===== src/rtl/pipe_pkg.sv =====
// Shared types for the pipeline hazard unit: forwarding selects and
// shadow-slot descriptors.
package pipe_pkg;

  localparam logic [1:0] FWD_REG   = 2'd0;
  localparam logic [1:0] FWD_EXMEM = 2'd1;
  localparam logic [1:0] FWD_MEMWR = 2'd2;

  // Slot address field is sized for the widest supported register file
  localparam int SLOT_AW = 8;

  typedef struct packed {
    logic               valid;
    logic [SLOT_AW-1:0] rw;
    logic               reg_wr;
    logic               load;
  } slot_t;

  // m[0]=EX, m[1]=MEM: youngest producer wins
  function automatic logic [1:0] fwd_pick(input logic [2:0] m);
    if (m[0]) return FWD_EXMEM;
    if (m[1]) return FWD_MEMWR;
    return FWD_REG;
  endfunction

endpackage


===== src/rtl/pipe_hazard_if.sv =====
// ID-stage / hazard-unit handshake bundle.
// Counter signals exist only with PIPE_HAZARD_PERF_EN defined.
interface pipe_hazard_if #(
  parameter int ADDR_W = 5,
  parameter int CNT_W  = 32
);

  logic              id_valid;
  logic [ADDR_W-1:0] id_rs;
  logic [ADDR_W-1:0] id_rt;
  logic              id_use_rs;
  logic              id_use_rt;
  logic [ADDR_W-1:0] id_rw;
  logic              id_reg_wr;
  logic              id_mem_to_reg;
  logic              ex_branch_taken;

  logic              pc_hold;
  logic              ifid_hold;
  logic              ifid_flush;
  logic              idex_bubble;
  logic [1:0]        fwd_a_sel;
  logic [1:0]        fwd_b_sel;
  logic              id_byp_a;
  logic              id_byp_b;

  if (CNT_W < 1) begin : g_bad_cnt
    $error("CNT_W must be at least 1");
  end

`ifdef PIPE_HAZARD_PERF_EN
  logic [CNT_W-1:0]  stall_cnt;
  logic [CNT_W-1:0]  flush_cnt;

  modport master (
    output id_valid, id_rs, id_rt, id_use_rs, id_use_rt,
    output id_rw, id_reg_wr, id_mem_to_reg, ex_branch_taken,
    input  pc_hold, ifid_hold, ifid_flush, idex_bubble,
    input  fwd_a_sel, fwd_b_sel, id_byp_a, id_byp_b,
    input  stall_cnt, flush_cnt
  );

  modport slave (
    input  id_valid, id_rs, id_rt, id_use_rs, id_use_rt,
    input  id_rw, id_reg_wr, id_mem_to_reg, ex_branch_taken,
    output pc_hold, ifid_hold, ifid_flush, idex_bubble,
    output fwd_a_sel, fwd_b_sel, id_byp_a, id_byp_b,
    output stall_cnt, flush_cnt
  );
`else
  modport master (
    output id_valid, id_rs, id_rt, id_use_rs, id_use_rt,
    output id_rw, id_reg_wr, id_mem_to_reg, ex_branch_taken,
    input  pc_hold, ifid_hold, ifid_flush, idex_bubble,
    input  fwd_a_sel, fwd_b_sel, id_byp_a, id_byp_b
  );

  modport slave (
    input  id_valid, id_rs, id_rt, id_use_rs, id_use_rt,
    input  id_rw, id_reg_wr, id_mem_to_reg, ex_branch_taken,
    output pc_hold, ifid_hold, ifid_flush, idex_bubble,
    output fwd_a_sel, fwd_b_sel, id_byp_a, id_byp_b
  );
`endif

endinterface


===== src/rtl/hazard_match.sv =====
// Compares one ID source register against one in-flight shadow slot.
module hazard_match
  import pipe_pkg::*;
#(
  parameter int ADDR_W = 5
) (
  input  logic              i_use,
  input  logic [ADDR_W-1:0] i_src,
  input  slot_t             i_slot,
  output logic              o_match,
  output logic              o_load_match
);

  logic [SLOT_AW-1:0] w_src;

  assign w_src = SLOT_AW'(i_src);

  // r0 is hard-wired zero, so it never carries a dependency
  assign o_match = i_use
                && (i_src != '0)
                && i_slot.valid
                && i_slot.reg_wr
                && (i_slot.rw == w_src);

  assign o_load_match = o_match && i_slot.load;

endmodule


===== src/rtl/pipe_hazard_unit.sv =====
// Hazard detection / forwarding control for the 5-stage pipeline.
// Optional perf counters: define PIPE_HAZARD_PERF_EN.
module pipe_hazard_unit
  import pipe_pkg::*;
#(
  parameter int ADDR_W     = 5,
  parameter int LOAD_STALL = 1,
  parameter int CNT_W      = 32
) (
  input logic         clk,
  input logic         rst_n,
  pipe_hazard_if.slave hz
);

  if (ADDR_W > SLOT_AW) begin : g_bad_aw
    $error("ADDR_W exceeds slot address width");
  end
  if (LOAD_STALL != 1 && LOAD_STALL != 2) begin : g_bad_ls
    $error("LOAD_STALL must be 1 or 2");
  end
  if (CNT_W < 1) begin : g_bad_cnt
    $error("CNT_W must be at least 1");
  end

  slot_t r_ex;
  slot_t r_mem;
  slot_t r_wr;
  slot_t w_id;
  slot_t w_slot [3];

  logic [1:0]        r_fwd_a;
  logic [1:0]        r_fwd_b;
  logic [1:0]        w_use;
  logic [ADDR_W-1:0] w_src [2];
  logic [1:0][2:0]   w_m;
  logic [1:0][2:0]   w_lm;
  logic              w_stall;
  logic              w_flush;
  logic              w_bubble;
  logic              w_unused;

  assign w_slot[0] = r_ex;
  assign w_slot[1] = r_mem;
  assign w_slot[2] = r_wr;

  assign w_use[0] = hz.id_valid && hz.id_use_rs;
  assign w_use[1] = hz.id_valid && hz.id_use_rt;
  assign w_src[0] = hz.id_rs;
  assign w_src[1] = hz.id_rt;

  for (genvar s = 0; s < 2; s++) begin : g_src
    for (genvar k = 0; k < 3; k++) begin : g_slot
      hazard_match #(
        .ADDR_W (ADDR_W)
      ) u_match (
        .i_use        (w_use[s]),
        .i_src        (w_src[s]),
        .i_slot       (w_slot[k]),
        .o_match      (w_m[s][k]),
        .o_load_match (w_lm[s][k])
      );
    end
  end

  // A load in WR has already delivered its data
  assign w_unused = &{1'b0, w_lm[0][2], w_lm[1][2]};

  assign w_stall = w_lm[0][0] || w_lm[1][0]
                || ((LOAD_STALL == 2)
                    && (w_lm[0][1] || w_lm[1][1]));

  assign w_flush  = hz.ex_branch_taken;
  assign w_bubble = w_stall || w_flush;

  assign hz.pc_hold     = w_stall && !w_flush;
  assign hz.ifid_hold   = w_stall && !w_flush;
  assign hz.ifid_flush  = w_flush;
  assign hz.idex_bubble = w_bubble;

  assign hz.id_byp_a = w_m[0][2] && !w_m[0][0] && !w_m[0][1];
  assign hz.id_byp_b = w_m[1][2] && !w_m[1][0] && !w_m[1][1];

  assign hz.fwd_a_sel = r_fwd_a;
  assign hz.fwd_b_sel = r_fwd_b;

  always_comb begin
    w_id = '0;
    if (hz.id_valid && !w_bubble) begin
      w_id.valid  = 1'b1;
      w_id.rw     = SLOT_AW'(hz.id_rw);
      w_id.reg_wr = hz.id_reg_wr;
      w_id.load   = hz.id_mem_to_reg;
    end
  end

  always_ff @(posedge clk or negedge rst_n) begin
    if (!rst_n) begin
      r_ex    <= '0;
      r_mem   <= '0;
      r_wr    <= '0;
      r_fwd_a <= FWD_REG;
      r_fwd_b <= FWD_REG;
    end else begin
      r_ex    <= w_id;
      r_mem   <= r_ex;
      r_wr    <= r_mem;
      r_fwd_a <= w_bubble ? FWD_REG : fwd_pick(w_m[0]);
      r_fwd_b <= w_bubble ? FWD_REG : fwd_pick(w_m[1]);
    end
  end

`ifdef PIPE_HAZARD_PERF_EN
  logic [CNT_W-1:0] r_stall_cnt;
  logic [CNT_W-1:0] r_flush_cnt;

  always_ff @(posedge clk or negedge rst_n) begin
    if (!rst_n) begin
      r_stall_cnt <= '0;
      r_flush_cnt <= '0;
    end else begin
      if (w_stall && !w_flush)
        r_stall_cnt <= r_stall_cnt + CNT_W'(1);
      if (w_flush)
        r_flush_cnt <= r_flush_cnt + CNT_W'(1);
    end
  end

  assign hz.stall_cnt = r_stall_cnt;
  assign hz.flush_cnt = r_flush_cnt;
`endif

endmodule


===== src/flat_wrapper.sv =====
// flat-port wrapper written by rule: the top's interface ports become plain ports
module pipe_hazard_unit_flat import pipe_pkg::*;
#(
  parameter int ADDR_W     = 5,
  parameter int LOAD_STALL = 1,
  parameter int CNT_W      = 32
)
  (clk, rst_n, hz_id_valid, hz_id_rs, hz_id_rt, hz_id_use_rs, hz_id_use_rt, hz_id_rw, hz_id_reg_wr, hz_id_mem_to_reg, hz_ex_branch_taken, hz_pc_hold, hz_ifid_hold, hz_ifid_flush, hz_idex_bubble, hz_fwd_a_sel, hz_fwd_b_sel, hz_id_byp_a, hz_id_byp_b);
  pipe_hazard_if #(.ADDR_W(ADDR_W), .CNT_W(CNT_W)) hz_i ();
  input logic clk;
  input logic rst_n;
  input wire logic [$bits(hz_i.id_valid)-1:0] hz_id_valid;
  input wire logic [$bits(hz_i.id_rs)-1:0] hz_id_rs;
  input wire logic [$bits(hz_i.id_rt)-1:0] hz_id_rt;
  input wire logic [$bits(hz_i.id_use_rs)-1:0] hz_id_use_rs;
  input wire logic [$bits(hz_i.id_use_rt)-1:0] hz_id_use_rt;
  input wire logic [$bits(hz_i.id_rw)-1:0] hz_id_rw;
  input wire logic [$bits(hz_i.id_reg_wr)-1:0] hz_id_reg_wr;
  input wire logic [$bits(hz_i.id_mem_to_reg)-1:0] hz_id_mem_to_reg;
  input wire logic [$bits(hz_i.ex_branch_taken)-1:0] hz_ex_branch_taken;
  output wire logic [$bits(hz_i.pc_hold)-1:0] hz_pc_hold;
  output wire logic [$bits(hz_i.ifid_hold)-1:0] hz_ifid_hold;
  output wire logic [$bits(hz_i.ifid_flush)-1:0] hz_ifid_flush;
  output wire logic [$bits(hz_i.idex_bubble)-1:0] hz_idex_bubble;
  output wire logic [$bits(hz_i.fwd_a_sel)-1:0] hz_fwd_a_sel;
  output wire logic [$bits(hz_i.fwd_b_sel)-1:0] hz_fwd_b_sel;
  output wire logic [$bits(hz_i.id_byp_a)-1:0] hz_id_byp_a;
  output wire logic [$bits(hz_i.id_byp_b)-1:0] hz_id_byp_b;
  assign hz_i.id_valid = hz_id_valid;
  assign hz_i.id_rs = hz_id_rs;
  assign hz_i.id_rt = hz_id_rt;
  assign hz_i.id_use_rs = hz_id_use_rs;
  assign hz_i.id_use_rt = hz_id_use_rt;
  assign hz_i.id_rw = hz_id_rw;
  assign hz_i.id_reg_wr = hz_id_reg_wr;
  assign hz_i.id_mem_to_reg = hz_id_mem_to_reg;
  assign hz_i.ex_branch_taken = hz_ex_branch_taken;
  assign hz_pc_hold = hz_i.pc_hold;
  assign hz_ifid_hold = hz_i.ifid_hold;
  assign hz_ifid_flush = hz_i.ifid_flush;
  assign hz_idex_bubble = hz_i.idex_bubble;
  assign hz_fwd_a_sel = hz_i.fwd_a_sel;
  assign hz_fwd_b_sel = hz_i.fwd_b_sel;
  assign hz_id_byp_a = hz_i.id_byp_a;
  assign hz_id_byp_b = hz_i.id_byp_b;
  pipe_hazard_unit #(.ADDR_W(ADDR_W), .LOAD_STALL(LOAD_STALL), .CNT_W(CNT_W)) u_core (.clk(clk), .rst_n(rst_n), .hz(hz_i));
endmodule

===== config.mk =====
export PLATFORM = sky130hd
export DESIGN_NAME = pipe_hazard_unit_flat
export DESIGN_NICKNAME = d
export VERILOG_FILES = /design/src/rtl/pipe_pkg.sv /design/src/rtl/pipe_hazard_if.sv /design/src/rtl/hazard_match.sv /design/src/rtl/pipe_hazard_unit.sv /design/src/flat_wrapper.sv
export SDC_FILE = /design/constraint.sdc
export NUM_CORES = 1
export LEC_CHECK = 0
export CAP_MARGIN = 20
export CORE_UTILIZATION = 40
export CTS_BUF_LIST = sky130_fd_sc_hd__clkbuf_8
export CTS_CLUSTER_SIZE = 24
export DETAILED_ROUTE_END_ITERATION = 7
export GPL_ROUTABILITY_DRIVEN = 0
export PLACE_DENSITY = 0.79
export SYNTH_ARGS = -nofsm -noshare
export SYNTH_HDL_FRONTEND = slang
export SYNTH_SLANG_ARGS = --single-unit

===== constraint.sdc =====
create_clock -name clk -period 2.9 [get_ports clk]
set_input_delay 0.58 -clock clk [delete_from_list [all_inputs] [get_ports clk]]
set_output_delay 0.58 -clock clk [all_outputs]
set_load 0.1 [all_outputs]

==> results of run 1 <==
[metrics by stage]
stage	area [um2]	utilization	setup slack, ps
5_1_grt	1870	0.667	-6.22
3_3_place_gp	1790	0.636	-165
6_report	1870	0.667	31.7
4_1_cts	1870	0.666	6.83
3_5_place_dp	1790	0.636	-214
2_1_floorplan	1280	-	-219
[final cells by class]
| class | instances | area [um2] | share of cell area |
|---|---|---|---|
| sequential | 26 | 651 | 0.348 |
| multi-input combinational | 73 | 629 | 0.336 |
| timing repair buffer | 51 | 497 | 0.266 |
| tap | 31 | 38.8 | 0.0207 |
| clock buffer | 4 | 55.1 | 0.0294 |
[cell families after synthesis]
group                     synth area share
AOI/OAI and AO/OA                   0.0414
xor gates and xnor gates             0.217
buffers and inverters               0.0248
DFF                                  0.538
and+or+nand+nor                      0.179
[registers in the layout (all words and copies together) (netlist names)]
signal and count:
u_core.hz.fwd_a_sel 2, u_core.hz.fwd_b_sel 2, u_core.r_mem 7, u_core.r_wr 7, u_core.r_ex 8
[power breakdown]
part | switching (uW) | internal (uW) | leakage (uW) | total, uW
Combinational | 67.0 | 67.8 | 0.000477 | 135
Clock | 111 | 121 | 0.0000288 | 232
Sequential | 12.2 | 374 | 0.000350 | 387
[placed cells by master, fill, tap and decap left out, types with 4 or more instances in the layout]
cell type | synthesis | layout
sky130_fd_sc_hd__clkdlybuf4s50_1 | 0 | 11
sky130_fd_sc_hd__dfrtp_1 | 26 | 26
sky130_fd_sc_hd__buf_4 | 2 | 21
sky130_fd_sc_hd__nand4_1 | 6 | 6
sky130_fd_sc_hd__buf_12 | 0 | 6
sky130_fd_sc_hd__nand2_1 | 9 | 9
sky130_fd_sc_hd__xor2_1 | 12 | 12
sky130_fd_sc_hd__nor2_1 | 7 | 7
sky130_fd_sc_hd__clkbuf_8 | 0 | 4
sky130_fd_sc_hd__xnor2_1 | 18 | 17
sky130_fd_sc_hd__dlygate4sd2_1 | 0 | 5
sky130_fd_sc_hd__clkbuf_2 | 0 | 4
[synthesized netlist by cell type]
cell type	instances	area share
sky130_fd_sc_hd__o211ai_2	2	0.021
sky130_fd_sc_hd__nor4_1	3	0.016
sky130_fd_sc_hd__buf_4	2	0.012
sky130_fd_sc_hd__nor2_1	7	0.022
sky130_fd_sc_hd__o21a_1	1	0.0062
sky130_fd_sc_hd__a2111oi_0	2	0.014
sky130_fd_sc_hd__nor3b_1	2	0.012
sky130_fd_sc_hd__buf_1	1	0.0031
sky130_fd_sc_hd__nor2b_1	3	0.016
sky130_fd_sc_hd__nand2_1	9	0.028
sky130_fd_sc_hd__or2_1	1	0.0052
sky130_fd_sc_hd__dfrtp_1	26	0.54
sky130_fd_sc_hd__or4_1	4	0.025
sky130_fd_sc_hd__xnor2_1	18	0.13
sky130_fd_sc_hd__nor4b_1	2	0.014
sky130_fd_sc_hd__buf_6	1	0.0093
sky130_fd_sc_hd__nor4_2	1	0.010
sky130_fd_sc_hd__nand4_1	6	0.031
sky130_fd_sc_hd__xor2_1	12	0.087
[what timing repair did]
item,4_1_cts,5_1_grt
gates resized for setup,16,10
setup endpoints to repair,5,5
setup buffers,2,0
pin swaps,9,6
[final timing paths]
check | startpoint | to | slack, ps | cells after the start
max | hz_id_rs[3] | hz_idex_bubble | 30 | 7
min in group asynchronous | rst_n | u_core.r_ex[4]$_DFF_PN0_ | 660 | 2
min | u_core.r_mem[1]$_DFF_PN0_ | u_core.r_wr[1]$_DFF_PN0_ | 400 | 0
min reg2reg | u_core.r_mem[1]$_DFF_PN0_ | u_core.r_wr[1]$_DFF_PN0_ | 400 | 0
max in group asynchronous | rst_n | u_core.hz.fwd_a_sel[0]$_DFF_PN0_ | 1990 | 2
max reg2reg | u_core.r_mem[5]$_DFF_PN0_ | u_core.hz.fwd_a_sel[1]$_DFF_PN0_ | 1100 | 4
[metal layers]
layer	wire length, um	track usage	vias to the layer above
met5	0	0	-
met4	44	0.0732	0
met3	67	0.0204	5
met2	1640	0.382	21
met1	1230	0.254	481
li1	-	-	455
[worst register-to-register path, stage by stage (launching register included)]
cell and delay, ps:
sky130_fd_sc_hd__dfrtp_1 420, sky130_fd_sc_hd__xnor2_1 170, sky130_fd_sc_hd__nand4_1 120, sky130_fd_sc_hd__or4_1 550, sky130_fd_sc_hd__a2111oi_0 410
==> report_table.html, run 1 <==
<table>
<tr><th>Metric</th><th>Value</th></tr>
<tr><th colspan="2">Worst setup path</th></tr>
<tr><td>Crit-path leading delay family</td><td>simple AND/OR/NAND/NOR gates</td></tr>
<tr><td>Worst setup EP type</td><td>output port</td></tr>
<tr><td>Data required time at the worst endpoint</td><td>between 2000 and 2500 ps</td></tr>
<tr><td>Library cell contributing the largest single delay on the critical path</td><td>sky130_fd_sc_hd__or4_4</td></tr>
<tr><td>Category of the worst setup path launch point</td><td>input pin</td></tr>
<tr><td>Number of buffer and inverter stages on the critical path</td><td>2</td></tr>
<tr><td>Crit path max fanout</td><td>3</td></tr>
<tr><td>Slowest stage delay, CP</td><td>500 ps</td></tr>
<tr><td>Crit path cell chain</td><td>dlygate4sd2_1, or4_4, o211ai_4, nor4_4, o21a_1, or2_1, buf_12</td></tr>
<tr><td>CP Data Arrival Time</td><td>2290 ps</td></tr>
<tr><td>Kind of critical path</td><td>in2out</td></tr>
<tr><th colspan="2">STA</th></tr>
<tr><td>Transition at the pin with the smallest max-transition slack</td><td>between 500 and 600 ps</td></tr>
<tr><td>Final count of pins violating max slew</td><td>0</td></tr>
<tr><td>Highest Clock Rate</td><td>between 300 and 400 MHz</td></tr>
<tr><td>Relative slew slack</td><td>0.659</td></tr>
<tr><td>Post-route clock skew</td><td>2.91 ps</td></tr>
<tr><td>Period Utilization, post-route</td><td>0.989</td></tr>
<tr><td>Number of failing setup endpoints in the final timing report</td><td>0</td></tr>
<tr><td>Number of hold violations in the final report</td><td>0</td></tr>
<tr><td>Minimum hold slack</td><td>between 300 and 400 ps</td></tr>
<tr><td>Total Neg Setup Slack</td><td>0 ps</td></tr>
<tr><td>Shortest clock period the worst path allows after layout</td><td>about 2900 ps</td></tr>
<tr><th colspan="2">Clock network</th></tr>
<tr><td>Library cell used as clock root buffer</td><td>sky130_fd_sc_hd__clkbuf_8</td></tr>
<tr><td>H-tree depth</td><td>1</td></tr>
<tr><td>Clock insertion delay at the later pin of the skew report</td><td>about 270 ps</td></tr>
<tr><td>Clock-pin slew reported for the worst setup and hold paths after clock tree synthesis</td><td>~80 ps</td></tr>
<tr><td>Total number of clock tree sinks</td><td>26</td></tr>
<tr><td>Clock buffer depth</td><td>2</td></tr>
<tr><td>TritonCTS clock tree</td><td>done</td></tr>
<tr><td>Number of buffers created by CTS</td><td>3</td></tr>
<tr><td>CTS Hold Buffers Added</td><td>0</td></tr>
<tr><th colspan="2">Drt</th></tr>
<tr><td>Number of remaining DRC errors</td><td>3</td></tr>
<tr><td>Number of iterations in the first detailed-routing pass</td><td>6</td></tr>
<tr><td>Number of vias per cell</td><td>5.20</td></tr>
<tr><td>Number of DRC markers in iteration 0</td><td>11</td></tr>
<tr><td>Total wire length after detailed routing</td><td>between 2 and 3 mm</td></tr>
<tr><td>Remaining number of nets flagged by the antenna check after routing</td><td>0</td></tr>
<tr><td>Detailed-route via count</td><td>approximately 960</td></tr>
<tr><td>WL/cell</td><td>~16 um</td></tr>
<tr><th colspan="2">Synth</th></tr>
<tr><td>Gate count after technology mapping</td><td>roughly 100</td></tr>
<tr><td>Number of synthesis warnings</td><td>0</td></tr>
<tr><td>Synth Net Count</td><td>between 100 and 150</td></tr>
<tr><td>Number of distinct library cell variants in the gate-level netlist after synthesis</td><td>19</td></tr>
<tr><td>Post-synthesis instance area</td><td>0.00121 mm2</td></tr>
<tr><td>FF+latch count, synth</td><td>26</td></tr>
<tr><td>Sequential area share after synthesis</td><td>0.538</td></tr>
<tr><td>Avg Synthesized Cell Area</td><td>approximately 12 um2</td></tr>
<tr><th colspan="2">Die</th></tr>
<tr><td>Effective utilization at floorplan</td><td>0.431</td></tr>
<tr><td>Total die area</td><td>approximately 0.0032 mm2</td></tr>
<tr><td>Die Y</td><td>between 50 and 60 um</td></tr>
<tr><td>CORE AREA</td><td>about 0.0028 mm2</td></tr>
<tr><td># IOs</td><td>33</td></tr>
<tr><td>Number of standard-cell rows in the floorplan</td><td>19</td></tr>
<tr><td>Width of the die</td><td>57.0 um</td></tr>
<tr><th colspan="2">Global routing</th></tr>
<tr><td>Wire length of the first global-routing pass</td><td>5.07 mm</td></tr>
<tr><td>Grt total ovfl</td><td>0</td></tr>
<tr><td>Overall Global Routing Usage</td><td>0.208</td></tr>
<tr><td>Number of global-route vias before repair</td><td>1083</td></tr>
<tr><td>Largest net degree at the start of global routing</td><td>27</td></tr>
<tr><td>Initial antenna violation count</td><td>0</td></tr>
<tr><th colspan="2">Cells and area</th></tr>
<tr><td>Count of placed standard cells in the final layout, fillers left out</td><td>185</td></tr>
<tr><td>Layout area overhead</td><td>54.6%</td></tr>
<tr><td>Layout cells sized above 1</td><td>0.312</td></tr>
<tr><td>Final nets</td><td>178</td></tr>
<tr><td>Layout filler cell count</td><td>between 200 and 250</td></tr>
<tr><td>Antenna Cells</td><td>0</td></tr>
<tr><th colspan="2">Power and ir drop</th></tr>
<tr><td>Maximum vdd ir drop</td><td>between 0.0002 and 0.0003 V</td></tr>
<tr><td>Power density over the cells</td><td>approximately 400 mW/mm2</td></tr>
<tr><td>Pleak</td><td>between 0.0008 and 0.0009 uW</td></tr>
<tr><td>Total power consumption of the routed design</td><td>~750 uW</td></tr>
<tr><th colspan="2">Place</th></tr>
<tr><td>Number of cells in the design after placement</td><td>179</td></tr>
<tr><td>HPWL Detailed</td><td>2.37 mm</td></tr>
<tr><td>Count of port buffers added during placement</td><td>32</td></tr>
<tr><th colspan="2">Run status</th></tr>
<tr><td>Result of the run</td><td>finished, violations left</td></tr>
<tr><td>Violations in the final reports</td><td>DRC</td></tr>
<tr><th colspan="2">Hold path</th></tr>
<tr><td>Type of the worst min-delay path</td><td>reg2reg</td></tr>
<tr><th colspan="2">Job</th></tr>
<tr><td>Maxcap violations</td><td>0</td></tr>
</table>
Note: power is estimated with default switching activity, not from simulation.
==> inputs of run 2 (changes only) <==
--- a/config.mk
+++ b/config.mk
@@ -7,7 +7,7 @@
 export LEC_CHECK = 0
 export CAP_MARGIN = 20
 export CORE_UTILIZATION = 40
-export CTS_BUF_LIST = sky130_fd_sc_hd__clkbuf_8
+export CTS_BUF_LIST = sky130_fd_sc_hd__clkbuf_16
 export CTS_CLUSTER_SIZE = 24
 export DETAILED_ROUTE_END_ITERATION = 7
 export GPL_ROUTABILITY_DRIVEN = 0
==> run 2 against run 1 <==
Compared with the run above:
- the run still ends with DRC left
- sequential share of layout area shrank 1.3 points
- critical path depth is the same
- final cell count up 2.2%
- die area did not move
- largest cell class unchanged
- largest power group unchanged
==> report_table.html, run 2 (synthesis results as in run 1) <==
<table>
<tr><th>Metric</th><th>Value</th></tr>
<tr><th colspan="2">Worst setup path</th></tr>
<tr><td>Number of buffer and inverter stages on the critical path</td><td>2 (unchanged)</td></tr>
<tr><td>Data required time at the worst endpoint</td><td>2320 ps (about the same)</td></tr>
<tr><td>Capture instance of the worst register-to-register path</td><td>u_core.r_ex[10]$_DFF_PN0_ (was u_core.hz.fwd_a_sel[1]$_DFF_PN0_)</td></tr>
<tr><td>Worst setup EP type</td><td>output port (unchanged)</td></tr>
<tr><td>Crit path cell chain</td><td>dlygate4sd2_1, or4_4, o211ai_4, nor4_4, o21a_1, or2_1, buf_12 (unchanged)</td></tr>
<tr><td>CP Data Arrival Time</td><td>2290 ps (about the same)</td></tr>
<tr><td>Kind of critical path</td><td>in2out (unchanged)</td></tr>
<tr><td>Launch point of the worst reg-to-reg path</td><td>u_core.r_ex[6]$_DFF_PN0_ (was u_core.r_mem[5]$_DFF_PN0_)</td></tr>
<tr><td>Slowest stage delay, CP</td><td>440 ps (was 500 ps)</td></tr>
<tr><td>Category of the worst setup path launch point</td><td>input pin (unchanged)</td></tr>
<tr><td>Crit-path leading delay family</td><td>simple AND/OR/NAND/NOR gates (unchanged)</td></tr>
<tr><td>Minimum setup slack among reg-to-reg paths</td><td>1010 ps (was 1100 ps)</td></tr>
<tr><td>Library cell contributing the largest single delay on the critical path</td><td>sky130_fd_sc_hd__or4_4 (unchanged)</td></tr>
<tr><td>Crit path max fanout</td><td>3 (unchanged)</td></tr>
<tr><td>Worst Reg-to-Reg Cells</td><td>7 (was 4)</td></tr>
<tr><th colspan="2">Hold path</th></tr>
<tr><td>Count of cells along the worst hold path</td><td>0 (unchanged)</td></tr>
<tr><td>Type of the worst min-delay path</td><td>reg2reg (unchanged)</td></tr>
<tr><td>Min-Delay Startpoint</td><td>u_core.r_mem[1]$_DFF_PN0_ (unchanged)</td></tr>
<tr><td>Hold endpoint</td><td>u_core.r_wr[1]$_DFF_PN0_ (unchanged)</td></tr>
<tr><th colspan="2">Job</th></tr>
<tr><td>Maxcap violations</td><td>0 (unchanged)</td></tr>
<tr><th colspan="2">Cells and area</th></tr>
<tr><td>Final core occ</td><td>0.693 (was 0.667)</td></tr>
<tr><td>Reg with most FFs</td><td>u_core.r_ex (unchanged)</td></tr>
<tr><td>Layout filler cell count</td><td>195 (was 208)</td></tr>
<tr><td>Most frequent standard cell in the layout excluding fill and tap cells</td><td>sky130_fd_sc_hd__dfrtp_1 (unchanged)</td></tr>
<tr><td>Layout area overhead</td><td>60.7% (was 54.6%)</td></tr>
<tr><td>Most used cells in the layout excluding fill and tap cells</td><td>sky130_fd_sc_hd__dfrtp_1, sky130_fd_sc_hd__buf_4, sky130_fd_sc_hd__xnor2_1 (unchanged)</td></tr>
<tr><td>Layout cells sized above 1</td><td>0.335 (was 0.312)</td></tr>
<tr><td>Final nets</td><td>182 (was 178)</td></tr>
<tr><td>Max reg flops</td><td>8 (unchanged)</td></tr>
<tr><td>Antenna Cells</td><td>0 (unchanged)</td></tr>
<tr><td>Registers with the most flip-flops</td><td>u_core.r_ex: 8 flops, u_core.r_mem: 7 flops, u_core.r_wr: 7 flops (unchanged)</td></tr>
<tr><th colspan="2">Clock network</th></tr>
<tr><td>Library cell used as clock root buffer</td><td>sky130_fd_sc_hd__clkbuf_16 (was sky130_fd_sc_hd__clkbuf_8)</td></tr>
<tr><td>H-tree depth</td><td>1 (unchanged)</td></tr>
<tr><td>Clock buffer depth</td><td>2 (unchanged)</td></tr>
<tr><td>Total number of clock tree sinks</td><td>26 (unchanged)</td></tr>
<tr><td>Clock-pin slew reported for the worst setup and hold paths after clock tree synthesis</td><td>60 ps (was 80 ps)</td></tr>
<tr><td>TritonCTS clock tree</td><td>done (unchanged)</td></tr>
<tr><td>Clock insertion delay at the later pin of the skew report</td><td>260 ps (was 270 ps)</td></tr>
<tr><td>Number of buffers created by CTS</td><td>3 (unchanged)</td></tr>
<tr><th colspan="2">STA</th></tr>
<tr><td>Total Neg Setup Slack</td><td>0 ps (unchanged)</td></tr>
<tr><td>Least setup slack across all paths after layout</td><td>32.6 ps (was 31.7 ps)</td></tr>
<tr><td>Transition at the pin with the smallest max-transition slack</td><td>524 ps (was 510 ps)</td></tr>
<tr><td>Relative slew slack</td><td>0.650 (was 0.659)</td></tr>
<tr><td>Number of failing setup endpoints in the final timing report</td><td>0 (unchanged)</td></tr>
<tr><td>Minimum hold slack</td><td>389 ps (was 395 ps)</td></tr>
<tr><td>Final count of pins violating max slew</td><td>0 (unchanged)</td></tr>
<tr><td>Number of hold violations in the final report</td><td>0 (unchanged)</td></tr>
<tr><td>Shortest clock period the worst path allows after layout</td><td>2870 ps (about the same)</td></tr>
<tr><td>Highest Clock Rate</td><td>349 MHz (about the same)</td></tr>
<tr><td>Setup repair after global routing missed its margin</td><td>no</td></tr>
<tr><td>Post-route clock skew</td><td>4.82 ps (was 2.91 ps)</td></tr>
<tr><td>Period Utilization, post-route</td><td>0.989 (about the same)</td></tr>
<tr><th colspan="2">Global routing</th></tr>
<tr><td>Number of global-route vias before repair</td><td>1151 (was 1083)</td></tr>
<tr><td>Overall Global Routing Usage</td><td>0.227 (was 0.208)</td></tr>
<tr><td>Largest net degree at the start of global routing</td><td>27 (unchanged)</td></tr>
<tr><td>Grt total ovfl</td><td>0 (unchanged)</td></tr>
<tr><td>Wire length of the first global-routing pass</td><td>5.53 mm (was 5.07 mm)</td></tr>
<tr><td>Initial antenna violation count</td><td>0 (unchanged)</td></tr>
<tr><th colspan="2">Run status</th></tr>
<tr><td>Result of the run</td><td>finished, violations left (unchanged)</td></tr>
<tr><td>Violations in the final reports</td><td>DRC (unchanged)</td></tr>
<tr><th colspan="2">Drt</th></tr>
<tr><td>Number of DRC markers in iteration 0</td><td>38 (was 11)</td></tr>
<tr><td>Number of vias per cell</td><td>5.38 (was 5.20)</td></tr>
<tr><td>WL/cell</td><td>17.8 um (was 16.1 um)</td></tr>
<tr><td>Number of iterations in the first detailed-routing pass</td><td>6 (unchanged)</td></tr>
<tr><td>Number of remaining DRC errors</td><td>3 (unchanged)</td></tr>
<tr><td>Detailed-route via count</td><td>1017 (was 962)</td></tr>
<tr><td>Total wire length after detailed routing</td><td>3.36 mm (was 2.98 mm)</td></tr>
<tr><td>Remaining number of nets flagged by the antenna check after routing</td><td>0 (unchanged)</td></tr>
<tr><th colspan="2">Die</th></tr>
<tr><td>Total die area</td><td>0.00325 mm2 (unchanged)</td></tr>
<tr><td># IOs</td><td>33 (unchanged)</td></tr>
<tr><td>Width of the die</td><td>57.0 um (unchanged)</td></tr>
<tr><td>Effective utilization at floorplan</td><td>0.431 (unchanged)</td></tr>
<tr><td>Number of standard-cell rows in the floorplan</td><td>19 (unchanged)</td></tr>
<tr><td>Die Y</td><td>57.0 um (unchanged)</td></tr>
<tr><td>CORE AREA</td><td>0.00281 mm2 (unchanged)</td></tr>
<tr><th colspan="2">Power and ir drop</th></tr>
<tr><td>Maximum vdd ir drop</td><td>0.000298 V (was 0.000276 V)</td></tr>
<tr><td>Power density over the cells</td><td>427 mW/mm2 (was 403 mW/mm2)</td></tr>
<tr><td>Pleak</td><td>0.000896 uW (was 0.000856 uW)</td></tr>
<tr><th colspan="2">Place</th></tr>
<tr><td>Count of port buffers added during placement</td><td>32 (unchanged)</td></tr>
<tr><td>HPWL Detailed</td><td>2.37 mm (unchanged)</td></tr>
<tr><td>Post-Place Setup Slack</td><td>-214 ps (unchanged)</td></tr>
</table>
==> run 2: cell count changes in the layout (fill, tap and decap cells not counted), moves of 3 or more <==
cell / previous run / this run
sky130_fd_sc_hd__clkbuf_8: 4 / 0
sky130_fd_sc_hd__buf_4: 21 / 25
sky130_fd_sc_hd__dlygate4sd2_1: 5 / 2
sky130_fd_sc_hd__clkbuf_16: 0 / 3
==> run 2: timing repair <==
item | 4_1_cts | 5_1_grt
endpoints found under the setup margin | 5 | 5
buffers inserted | 3 | 3
pin swaps | 12 | 10
hold buffers | 0 | 0
endpoints found under the hold margin | 0 | 0
gates resized for setup | 14 | 17
==> run 2: routing by layer <==
metal,GRT usage,routed length (um),vias up
met4,0.105,107,0
li1,-,-,464
met3,0.0317,118,12
met1,0.257,1300,512
met2,0.420,1830,29
met5,0,0,-
==> run 2: stage by stage <==
stage               cell area [um2]  total power, uW  instances
global route                   1940              865        189
CTS                            1900              827        186
finish                         1940              830        189
floorplan                      1280              444        103
global placement               1790              521        179
detailed placement             1790              527        179
==> run 2: how the worst max path moves through the flow <==
stage | start | end | slack [ps] | cells past startpoint
2_1_floorplan | hz_id_rt[0] | hz_id_byp_b | -220 | 4
3_3_place_gp | hz_id_rs[1] | hz_idex_bubble | -160 | 7
3_5_place_dp | hz_id_rt[0] | hz_id_byp_b | -210 | 7
4_1_cts | hz_id_rs[0] | hz_id_byp_a | 1 | 6
5_1_grt | hz_id_rt[3] | hz_idex_bubble | 10 | 7
6_report | hz_id_rt[0] | hz_idex_bubble | 30 | 7
==> run 2: where the power goes <==
group	switching [uW]	internal [uW]
logic	70.5	73.7
registers	13.7	375
clock network	113	184
==> run 2: layout make-up <==
type                       instances  area, um2  area share
tap                               31       38.8      0.0199
timing repair buffer              55        528       0.272
clock buffer                       3       75.1      0.0386
sequential                        26        651       0.335
clock inverter                     1       3.75     0.00193
multi-input combinational         73        648       0.333
==> inputs of run 3 (changes only) <==
--- a/config.mk
+++ b/config.mk
@@ -11,7 +11,8 @@
 export CTS_CLUSTER_SIZE = 24
 export DETAILED_ROUTE_END_ITERATION = 7
 export GPL_ROUTABILITY_DRIVEN = 0
-export PLACE_DENSITY = 0.79
+export PLACE_DENSITY = 0.77
 export SYNTH_ARGS = -nofsm -noshare
 export SYNTH_HDL_FRONTEND = slang
+export SYNTH_HIERARCHICAL = 1
 export SYNTH_SLANG_ARGS = --single-unit
==> run 3 against run 2 <==
Compared with the run above:
- the flow now finishes without violations
- flip-flop and latch count unchanged
- register-to-register slack lost 50 ps
- combinational power grew 9%
- fmax grew 1.0%
- global-route usage decreased by 3.0 points
- cell area increased by 16%
- routed wire length fell by 0.80%
- count of clock-buffer cells in the layout unchanged
- via count rose by 17%
- utilization rose by 2.7 points
==> report_table.html, run 3 <==
<table>
<tr><th>Metric</th><th>Value</th></tr>
<tr><th colspan="2">STA</th></tr>
<tr><td>Shortest clock period the worst path allows after layout</td><td>2840 ps (was 2870 ps)</td></tr>
<tr><td>Highest Clock Rate</td><td>352 MHz (was 349 MHz)</td></tr>
<tr><td>Post-route clock skew</td><td>3.50 ps (was 4.82 ps)</td></tr>
<tr><td>Number of hold violations in the final report</td><td>0 (unchanged)</td></tr>
<tr><td>Period Utilization, post-route</td><td>0.979 (was 0.989)</td></tr>
<tr><td>Number of failing setup endpoints in the final timing report</td><td>0 (unchanged)</td></tr>
<tr><td>Final count of pins violating max slew</td><td>0 (unchanged)</td></tr>
<tr><td>Least setup slack across all paths after layout</td><td>61.8 ps (was 32.6 ps)</td></tr>
<tr><th colspan="2">Drt</th></tr>
<tr><td>Number of iterations in the first detailed-routing pass</td><td>4 (was 6)</td></tr>
<tr><td>Detailed-route via count</td><td>1193 (was 1017)</td></tr>
<tr><td>Number of vias per cell</td><td>4.91 (was 5.38)</td></tr>
<tr><td>Total wire length after detailed routing</td><td>3.33 mm (was 3.36 mm)</td></tr>
<tr><td>Number of remaining DRC errors</td><td>0 (was 3)</td></tr>
<tr><td>Number of DRC markers in iteration 0</td><td>24 (was 38)</td></tr>
<tr><td>Remaining number of nets flagged by the antenna check after routing</td><td>0 (unchanged)</td></tr>
<tr><td>WL/cell</td><td>13.7 um (was 17.8 um)</td></tr>
<tr><th colspan="2">Die</th></tr>
<tr><td>Total die area</td><td>0.00361 mm2 (was 0.00325 mm2)</td></tr>
<tr><td>CORE AREA</td><td>0.00313 mm2 (was 0.00281 mm2)</td></tr>
<tr><td>Number of standard-cell rows in the floorplan</td><td>20 (was 19)</td></tr>
<tr><td>Effective utilization at floorplan</td><td>0.432 (was 0.431)</td></tr>
<tr><td># IOs</td><td>33 (unchanged)</td></tr>
<tr><td>Die Y</td><td>60.1 um (was 57.0 um)</td></tr>
<tr><td>Width of the die</td><td>60.1 um (was 57.0 um)</td></tr>
<tr><th colspan="2">Worst setup path</th></tr>
<tr><td>CP Data Arrival Time</td><td>2260 ps (was 2290 ps)</td></tr>
<tr><td>Launch point of the worst reg-to-reg path</td><td>u_core/r_ex[5]$_DFF_PN0_ (was u_core.r_ex[6]$_DFF_PN0_)</td></tr>
<tr><td>Library cell contributing the largest single delay on the critical path</td><td>sky130_fd_sc_hd__clkdlybuf4s50_1 (was sky130_fd_sc_hd__or4_4)</td></tr>
<tr><td>Worst setup EP type</td><td>output port (unchanged)</td></tr>
<tr><td>Minimum setup slack among reg-to-reg paths</td><td>960 ps (was 1010 ps)</td></tr>
<tr><td>Category of the worst setup path launch point</td><td>input pin (unchanged)</td></tr>
<tr><td>Crit path max fanout</td><td>3 (unchanged)</td></tr>
<tr><td>Slowest stage delay, CP</td><td>500 ps (was 440 ps)</td></tr>
<tr><td>Worst Reg-to-Reg Cells</td><td>7 (unchanged)</td></tr>
<tr><td>Crit path cell chain</td><td>clkdlybuf4s50_1, and2_4, nand3_2, a2111oi_4, buf_4, nor3_4, inv_2, buf_12 (was dlygate4sd2_1, or4_4, o211ai_4, nor4_4, o21a_1, or2_1, buf_12)</td></tr>
<tr><td>Capture instance of the worst register-to-register path</td><td>u_core/hz.fwd_a_sel[0]$_DFF_PN0_ (was u_core.r_ex[10]$_DFF_PN0_)</td></tr>
<tr><td>Crit-path leading delay family</td><td>buffers and inverters (was simple AND/OR/NAND/NOR gates)</td></tr>
<tr><td>Data required time at the worst endpoint</td><td>2320 ps (about the same)</td></tr>
<tr><td>Kind of critical path</td><td>in2out (unchanged)</td></tr>
<tr><td>Number of buffer and inverter stages on the critical path</td><td>4 (was 2)</td></tr>
<tr><th colspan="2">Job</th></tr>
<tr><td>Maxcap violations</td><td>0 (unchanged)</td></tr>
<tr><th colspan="2">Cells and area</th></tr>
<tr><td>Layout filler cell count</td><td>225 (was 195)</td></tr>
<tr><td>Most frequent standard cell in the layout excluding fill and tap cells</td><td>sky130_fd_sc_hd__buf_4 (was sky130_fd_sc_hd__dfrtp_1)</td></tr>
<tr><td>Count of placed standard cells in the final layout, fillers left out</td><td>243 (was 189)</td></tr>
<tr><td>Max reg flops</td><td>8 (unchanged)</td></tr>
<tr><td>Layout cells sized above 1</td><td>0.322 (was 0.335)</td></tr>
<tr><td>Antenna Cells</td><td>0 (unchanged)</td></tr>
<tr><td>Final core occ</td><td>0.720 (was 0.693)</td></tr>
<tr><td>Layout area overhead</td><td>66.7% (was 60.7%)</td></tr>
<tr><td>Final nets</td><td>223 (was 182)</td></tr>
<tr><td>Most used cells in the layout excluding fill and tap cells</td><td>sky130_fd_sc_hd__buf_4, sky130_fd_sc_hd__dfrtp_1, sky130_fd_sc_hd__xnor2_1 (was sky130_fd_sc_hd__dfrtp_1, sky130_fd_sc_hd__buf_4, sky130_fd_sc_hd__xnor2_1)</td></tr>
<tr><td>Reg with most FFs</td><td>u_core/r_ex (was u_core.r_ex)</td></tr>
<tr><td>Registers with the most flip-flops</td><td>u_core/r_ex: 8 flops, u_core/r_mem: 7 flops, u_core/r_wr: 7 flops (was u_core.r_ex: 8 flops, u_core.r_mem: 7 flops, u_core.r_wr: 7 flops)</td></tr>
<tr><th colspan="2">Place</th></tr>
<tr><td>HPWL Detailed</td><td>2.48 mm (was 2.37 mm)</td></tr>
<tr><td>Number of cells in the design after placement</td><td>236 (was 179)</td></tr>
<tr><td>Count of port buffers added during placement</td><td>32 (unchanged)</td></tr>
<tr><td>Post-Place Setup Slack</td><td>-94.4 ps (was -214 ps)</td></tr>
<tr><th colspan="2">Global routing</th></tr>
<tr><td>Grt total ovfl</td><td>0 (unchanged)</td></tr>
<tr><td>Overall Global Routing Usage</td><td>0.197 (was 0.227)</td></tr>
<tr><td>Largest net degree at the start of global routing</td><td>27 (unchanged)</td></tr>
<tr><td>Initial antenna violation count</td><td>0 (unchanged)</td></tr>
<tr><td>Number of global-route vias before repair</td><td>1170 (was 1151)</td></tr>
<tr><td>Wire length of the first global-routing pass</td><td>5.18 mm (was 5.53 mm)</td></tr>
<tr><th colspan="2">Hold path</th></tr>
<tr><td>Type of the worst min-delay path</td><td>reg2reg (unchanged)</td></tr>
<tr><td>Min-Delay Startpoint</td><td>u_core/r_mem[1]$_DFF_PN0_ (was u_core.r_mem[1]$_DFF_PN0_)</td></tr>
<tr><td>Hold endpoint</td><td>u_core/r_wr[1]$_DFF_PN0_ (was u_core.r_wr[1]$_DFF_PN0_)</td></tr>
<tr><td>Count of cells along the worst hold path</td><td>0 (unchanged)</td></tr>
<tr><th colspan="2">Clock network</th></tr>
<tr><td>H-tree depth</td><td>1 (unchanged)</td></tr>
<tr><td>Total number of clock tree sinks</td><td>26 (unchanged)</td></tr>
<tr><td>Clock buffer depth</td><td>2 (unchanged)</td></tr>
<tr><td>Number of buffers created by CTS</td><td>3 (unchanged)</td></tr>
<tr><td>Library cell used as clock root buffer</td><td>sky130_fd_sc_hd__clkbuf_16 (unchanged)</td></tr>
<tr><td>Clock-pin slew reported for the worst setup and hold paths after clock tree synthesis</td><td>60 ps (about the same)</td></tr>
<tr><td>CTS Hold Buffers Added</td><td>0 (unchanged)</td></tr>
<tr><td>TritonCTS clock tree</td><td>done (unchanged)</td></tr>
<tr><td>Clock insertion delay at the later pin of the skew report</td><td>260 ps (about the same)</td></tr>
<tr><th colspan="2">Synth</th></tr>
<tr><td>Gate count after technology mapping</td><td>119 (was 103)</td></tr>
<tr><td>Number of synthesis warnings</td><td>6 (was 0)</td></tr>
<tr><td>Post-synthesis instance area</td><td>0.00135 mm2 (was 0.00121 mm2)</td></tr>
<tr><td>Avg Synthesized Cell Area</td><td>11.4 um2 (was 11.7 um2)</td></tr>
<tr><th colspan="2">Run status</th></tr>
<tr><td>Result of the run</td><td>complete, no violations (was finished, violations left)</td></tr>
<tr><th colspan="2">Power and ir drop</th></tr>
<tr><td>Maximum vdd ir drop</td><td>0.000249 V (was 0.000298 V)</td></tr>
<tr><td>Power density over the cells</td><td>374 mW/mm2 (was 427 mW/mm2)</td></tr>
<tr><td>Pleak</td><td>0.000980 uW (was 0.000896 uW)</td></tr>
</table>
-- run 3: worst max path at each step --
stage / startpoint / end / slack [ps] / cells after the start
detailed placement: hz_id_rt[4] / hz_ifid_hold / -90 / 7
CTS: hz_id_rs[1] / hz_idex_bubble / -30 / 8
finish: hz_id_valid / hz_idex_bubble / 60 / 8
floorplan: hz_id_use_rt / hz_pc_hold / -130 / 6
global route: hz_id_valid / hz_idex_bubble / -20 / 8
global placement: hz_id_rt[2] / hz_pc_hold / -50 / 7
-- run 3: cell type report --
type / count / area (um2) / share of cell area
Clock buffer: 3 / 75.1 / 0.0333
Timing Repair Buffer: 61 / 609 / 0.271
Multi-Input combinational cell: 105 / 847 / 0.376
Inverter: 3 / 11.3 / 0.00500
Sequential cell: 26 / 651 / 0.289
Tap cell: 44 / 55.1 / 0.0244
Clock inverter: 1 / 3.75 / 0.00167
-- run 3: worst register-to-register path, delay by kind of cell (launching register included) --
family / cells / cell delay [ps]
compound gates: 1 / 410
xor+xnor: 1 / 240
buf+inv: 2 / 340
flops: 1 / 420
simple gates: 3 / 430
-- run 3: power breakdown --
group / switching (uW) / internal, uW / total, uW
Clock: 115 / 184 / 299
Sequential: 12.2 / 375 / 387
Combinational: 75.2 / 81.5 / 157
-- run 3: timing repair --
action,4_1_cts,5_1_grt
setup endpoints to repair,4,5
gates resized for setup,6,16
setup buffers,1,2
pin swaps,3,10
-- run 3: routing by layer --
metal / vias to the layer above / routed length, um / GRT usage
met5: - / 0 / 0
met4: 0 / 37 / 0.0498
met3: 4 / 137 / 0.0325
met2: 40 / 1760 / 0.370
met1: 577 / 1390 / 0.226
li1: 572 / - / -
-- run 3: per-stage QoR --
| step | TNS (ps) | hold slack, ps | power, uW | cell area [um2] |
|---|---|---|---|---|
| 2_1_floorplan | -127 | 284 | 454 | 1460 |
| 3_3_place_gp | -133 | 369 | 537 | 2060 |
| 3_5_place_dp | -283 | 378 | 541 | 2060 |
| 4_1_cts | -28.0 | 392 | 845 | 2190 |
| 5_1_grt | -21.0 | 409 | 874 | 2250 |
| 6_report | 0 | 390 | 843 | 2250 |
